<file path="config.mk">
export PLATFORM = sky130hd
export DESIGN_NAME = imul_wb_queue
export DESIGN_NICKNAME = d
export VERILOG_FILES = /design/src/rtl/imul_wb_queue.sv
export SDC_FILE = /design/constraint.sdc
export NUM_CORES = 1
export LEC_CHECK = 0
export BUFFER_PORTS_ARGS = -buffer_cell sky130_fd_sc_hd__buf_2
export CORE_MARGIN = 2
export CORE_UTILIZATION = 30
export CTS_CLUSTER_SIZE = 25
export DETAILED_ROUTE_END_ITERATION = 6
export GPL_TIMING_DRIVEN = 0
export PLACE_DENSITY = 0.5
export SYNTH_ARGS = -nofsm -noshare
export SYNTH_HDL_FRONTEND = slang
export SYNTH_SLANG_ARGS = --single-unit
</file>
<file path="constraint.sdc">
create_clock -name clk -period 2.35 [get_ports clk]
set_input_delay 0.1175 -clock clk [delete_from_list [all_inputs] [get_ports clk]]
set_output_delay 0.1175 -clock clk [all_outputs]
set_load 0.02 [all_outputs]
</file>
<file path="src/rtl/imul_wb_queue.sv">
// Multiplier writeback queue: a valid/tag pipeline that tracks multiplier latency, a result FIFO, and a req/gnt drain.
// Optional macro IMUL_WBQ_BYPASS_EN: when the FIFO is empty, a result goes straight to the writeback port.
module imul_wb_queue #(
    parameter int LAT   = 3,
    parameter int DEPTH = 4,
    parameter int TAGW  = 9
) (
    input  logic                         clk,
    input  logic                         rst,
    input  logic                         issue_en,
    input  logic [TAGW-1:0]              issue_tag,
    input  logic                         issue_flgen,
    input  logic                         cancel,
    input  logic [64:0]                  mul_res,
    input  logic [5:0]                   mul_flg,
    output logic                         mul_clkEn,
    output logic                         wb_req,
    input  logic                         wb_gnt,
    output logic [64:0]                  wb_data,
    output logic [5:0]                   wb_flg,
    output logic [TAGW-1:0]              wb_tag,
    output logic                         wb_flgen,
    output logic [$clog2(DEPTH+1)-1:0]   occ
);
    localparam int PW = $clog2(DEPTH);
    localparam int OW = $clog2(DEPTH+1);

    typedef struct packed {
        logic [64:0]     res;
        logic [5:0]      flg;
        logic [TAGW-1:0] tag;
        logic            flgen;
    } wb_ent_t;

    logic [LAT-1:0]            vld_pipe;
    logic [LAT-1:0][TAGW-1:0]  tag_pipe;
    logic [LAT-1:0]            flgen_pipe;

    wb_ent_t         mem [DEPTH];
    logic [PW-1:0]   wr_ptr;
    logic [PW-1:0]   rd_ptr;
    logic [OW-1:0]   cnt;

    logic    v_last;
    logic    full;
    logic    empty;
    logic    push;
    logic    wr_en;
    logic    deq;
    wb_ent_t push_ent;
    wb_ent_t head_ent;

    assign v_last = vld_pipe[LAT-1];
    assign full   = (cnt == OW'(DEPTH));
    assign empty  = (cnt == '0);

    // Only registered state feeds the enable, so a late wb_gnt never reaches the multiplier.
    assign mul_clkEn = ~rst & (~v_last | ~full);
    assign push      = mul_clkEn & v_last;
    assign push_ent  = '{res: mul_res, flg: mul_flg,
                         tag: tag_pipe[LAT-1], flgen: flgen_pipe[LAT-1]};

    // deq only ever retires a stored entry; a bypassed result never enters the FIFO.
    assign deq = wb_gnt & ~empty & ~cancel;

`ifdef IMUL_WBQ_BYPASS_EN
    logic byp;
    assign byp      = empty & push & ~cancel;
    assign wb_req   = ~empty | byp;
    assign head_ent = byp ? push_ent : mem[rd_ptr];
    assign wr_en    = push & ~cancel & ~(byp & wb_gnt);
`else
    assign wb_req   = ~empty;
    assign head_ent = mem[rd_ptr];
    assign wr_en    = push & ~cancel;
`endif

    always_comb begin
        wb_data  = '0;
        wb_flg   = '0;
        wb_tag   = '0;
        wb_flgen = 1'b0;
        if (wb_req) begin
            wb_data  = head_ent.res;
            wb_flg   = head_ent.flg;
            wb_tag   = head_ent.tag;
            wb_flgen = head_ent.flgen;
        end
    end

    always_ff @(posedge clk) begin
        if (rst || cancel) begin
            vld_pipe <= '0;
        end else if (mul_clkEn) begin
            vld_pipe[0] <= issue_en;
            for (int i = 1; i < LAT; i++)
                vld_pipe[i] <= vld_pipe[i-1];
        end
    end

    // Tag/flgen payload is qualified by vld_pipe, so it needs no reset.
    always_ff @(posedge clk) begin
        if (mul_clkEn) begin
            tag_pipe[0]   <= issue_tag;
            flgen_pipe[0] <= issue_flgen;
            for (int i = 1; i < LAT; i++) begin
                tag_pipe[i]   <= tag_pipe[i-1];
                flgen_pipe[i] <= flgen_pipe[i-1];
            end
        end
    end

    always_ff @(posedge clk) begin
        if (rst || cancel) begin
            wr_ptr <= '0;
            rd_ptr <= '0;
            cnt    <= '0;
        end else begin
            if (wr_en)
                wr_ptr <= wr_ptr + 1'b1;
            if (deq)
                rd_ptr <= rd_ptr + 1'b1;
            case ({wr_en, deq})
                2'b10:   cnt <= cnt + 1'b1;
                2'b01:   cnt <= cnt - 1'b1;
                default: cnt <= cnt;
            endcase
        end
    end

    always_ff @(posedge clk) begin
        if (wr_en)
            mem[wr_ptr] <= push_ent;
    end

    assign occ = cnt;

endmodule

</file>
==> flow_metrics.py <==
metrics = {
    "synth": {
        "syn_avg_cell_area_um2": 22.5,
        "synthAdderAreaFrac_pct": 0.601,
        "synth_edf_count": 354,
        "ys_warn_count": 0,
        "synthMuxAreaShare_pct": 13.3,
        "yosys.area_share.simple_pct": 4.76,
        "synth_top_family_by_area": "multiplexers",
        "synth_xor_area_share_pct": 0.255,
        "ys.flop_type": "edfxtp_1",
        "synth.distinct_cells": 28,
        "syn_area_um2": 13700,
        "synth.yosys.seq_area_share_pct": 79.1,
        "syn_inst": 611,
        "synth_compound_area_share_pct": 0.373,
        "synthArstFlopShare_pct": 0,
        "syn_nets": 703,
        "ys_ff_latch": 366,
    },
    "cts": {
        "path_clk_slew_ns": 0.05,
        "insertion_delay_ns": 0.55,
        "htreeDepth": 2,
        "cts_buffer_depth": 3,
        "cts_tree": "built",
        "cts_buffers": 42,
        "cts_sinks": 366,
        "root_buffer": "clkbuf_16",
    },
    "run": {
        "cap_violations": 0,
    },
    "critical_path": {
        "path_buf_inv": 3,
        "startpoint_type": "flip-flop",
        "endpoint_kind": "flip-flop",
        "cp_common_cell": "inv_2",
        "reg2reg_from": "occ[2]",
        "worstPathArrival_ns": 2.80,
        "crit_type": "reg -> reg",
        "slowest_delay_ns": 0.38,
        "required_ns": 2.83,
        "cp_top_family": "simple AND/OR/NAND/NOR gates",
        "crit_chain": "or3b_4 -> and3_4 -> buf_6 -> inv_2 -> ha_4 -> inv_2 -> fa_2 -> xor2_2 -> or3_4 -> a21oi_2",
        "crit_slowest_cell": "or3b_4",
        "reg2reg_slack_ns": 0.03,
        "r2r_cells": 10,
        "r2r_end": "occ[2]",
        "critPathMaxFanout": 6,
    },
    "hold_path": {
        "whs_path_depth": 2,
        "min_to": "tag_pipe[1]",
        "hold_class": "in -> reg",
        "min_from": "rst",
    },
    "detailed_routing": {
        "drtIter0Drc": 313,
        "viasPerCell": 4.42,
        "firstDrtPassIters": 4,
        "num_vias": 6890,
        "drt_wl_total_um": 30000,
        "drtAntennaViolNets": 0,
        "drcViolationCount": 0,
        "drt-wirelength-per-cell_um": 19.3,
    },
    "global_routing": {
        "grt.overflow.total": 0,
        "grt_antenna_before_repair": 0,
        "grt_usage_pct": 12.6,
        "grt_pass1_vias": 7440,
        "grt_pass1_wl_um": 44300,
        "grt_max_degree": 51,
    },
    "timing": {
        "min_period_ns": 2.32,
        "worst_slew_pin_slew_ns": 0.902,
        "post-route-period-util_pct": 98.7,
        "rsz0062_at_grt": "yes",
        "fin_ws_ns": 0.0302,
        "skew_ns": 0.0184,
        "fin_hold_ws_ns": 0.0353,
        "maxSlewViolCount": 0,
        "max_slew_margin_pct": 39.9,
        "timing.fmax_mhz": 431,
        "setup-violations-final": 0,
        "hold_violations": 0,
    },
    "finish": {
        "finish.utilization_pct": 40.0,
        "area_delta_synth_final_pct": 31.7,
        "drive_gt1_share_pct": 39.7,
        "fin_area_um2": 18100,
        "final_cell_mix": "edfxtp_1, buf_2, dlygate4sd3_1",
        "final_common_cell": "edfxtp_1",
        "nets": 1023,
        "nFillCells": 4158,
    },
    "floorplanning": {
        "die_area_um2": 47600,
        "initial_core_util_pct": 30.4,
        "io_pins": 172,
        "core_um2": 45300,
        "die_w_um": 218,
        "fp.dieH_um": 218,
        "num_rows": 78,
    },
    "placement": {
        "place_ws_ns": -0.0983,
        "dp_hpwl_um": 17200,
        "placed_area_um2": 15500,
        "io_buffers": 171,
        "gp_congestion": 0.677,
    },
    "power_and_ir_drop": {
        "power_w": 0.0137,
        "p_leak_nw": 6.24,
        "power.density_nw_per_um2": 755,
        "ir_worst_vdd_v": 0.000515,
    },
    "run_status": {
        "outcome": "complete, no violations",
    },
}
-- power breakdown --
part / total (W) / switching (W) / internal (W)
clock: 0.00620 / 0.00249 / 0.00371
sequential: 0.00721 / 0.0000159 / 0.00719
combinational: 0.000263 / 0.000113 / 0.000150
-- kinds of logic after synthesis --
| family | after synthesis |
|---|---|
| AO/OA/AOI/OAI | 8 |
| AND/OR/NAND/NOR | 109 |
| multiplexers | 82 |
| buffers and inverters | 36 |
| adder cells (fa/ha/maj) | 6 |
| flip-flops | 366 |
| XOR/XNOR | 4 |
-- worst max-delay path by stage --
| stage | from | end | slack [ns] | cells past startpoint |
|---|---|---|---|---|
| 2_1_floorplan | occ[1] | occ[2] | 0.003 | 10 |
| 3_3_place_gp | cancel | mem[1][45] | -1.08 | 5 |
| 3_5_place_dp | cancel | mem[3][48] | -0.1 | 6 |
| 4_1_cts | flip-flop | wb_data[43] | -0.0004 | 5 |
| 5_1_grt | flip-flop | wb_flg[3] | -0.05 | 5 |
| 6_report | occ[2] | occ[2] | 0.03 | 10 |
-- flip-flops by register name, summed over array words and instances, names as in the netlist, named ones only --
name,flops
mem,324
flgen_pipe,3
tag_pipe,18
push_ent,9
vld_pipe,3
rd_ptr,2
occ,3
wr_ptr,2
-- repair_timing --
item / in CTS / in global routing
gates cloned: 1 / 7
endpoints found under the setup margin: 84 / 160
gates resized for setup: 35 / 30
pin swaps: 4 / 6
hold buffers: 86 / 0
hold endpoints to repair: 302 / 0
buffers inserted: 5 / 2
-- Yosys cell counts (2+ instances only) --
cell	count	area (um2)
edfxtp_1	354	10600
and2_1	81	507
mux4_2	81	1820
dfxtp_1	12	240
nor2_1	11	41.3
buf_6	10	113
clkbuf_1	10	37.5
buf_2	9	45.0
inv_1	7	26.3
ha_1	5	62.6
and2_2	4	30.0
nand2_1	4	15.0
xor2_1	4	35.0
o21ai_0	3	15.0
a21oi_1	2	10.0
nand3_1	2	10.0
-- cell type report --
| class | count | area (um2) | share of cell area, % |
|---|---|---|---|
| repair buffers | 276 | 2090 | 11.5 |
| inverters | 7 | 26.3 | 0.145 |
| clock buffers | 51 | 1080 | 5.99 |
| multi-input cells | 210 | 2740 | 15.1 |
| diodes | 1 | 2.50 | 0.0138 |
| clock inverters | 19 | 209 | 1.15 |
| plain buffers | 28 | 313 | 1.73 |
| flip-flops and latches | 366 | 10900 | 60.1 |
| well taps | 600 | 751 | 4.15 |
-- worst register-to-register path: cells and delay by family (launching register included) --
| kind | cells | cell delay (ns) |
|---|---|---|
| DFF | 1 | 0.37 |
| buffers and inverters | 3 | 0.22 |
| and+or+nand+nor | 3 | 0.87 |
| adders and majority gates | 2 | 0.50 |
| xor gates and xnor gates | 1 | 0.16 |
| AOI/OAI and AO/OA | 1 | 0.13 |
-- stage by stage --
step / TNS [ns] / cells
6_report: 0 / 1558
2_1_floorplan: 0 / 611
4_1_cts: -0.000377 / 1548
3_5_place_dp: -8.32 / 1387
5_1_grt: -2.98 / 1557
3_3_place_gp: -344.14 / 1382
-- per-layer routing --
layer / part of all wire [%] / track usage [%] / up-vias
li1: - / - / 3124
met1: 45 / 16.7 / 3565
met2: 48 / 20.5 / 153
met3: 4.7 / 3.15 / 48
met4: 1.8 / 3.61 / 0
met5: 0 / 0 / -
(Power assumes the default switching activity.)
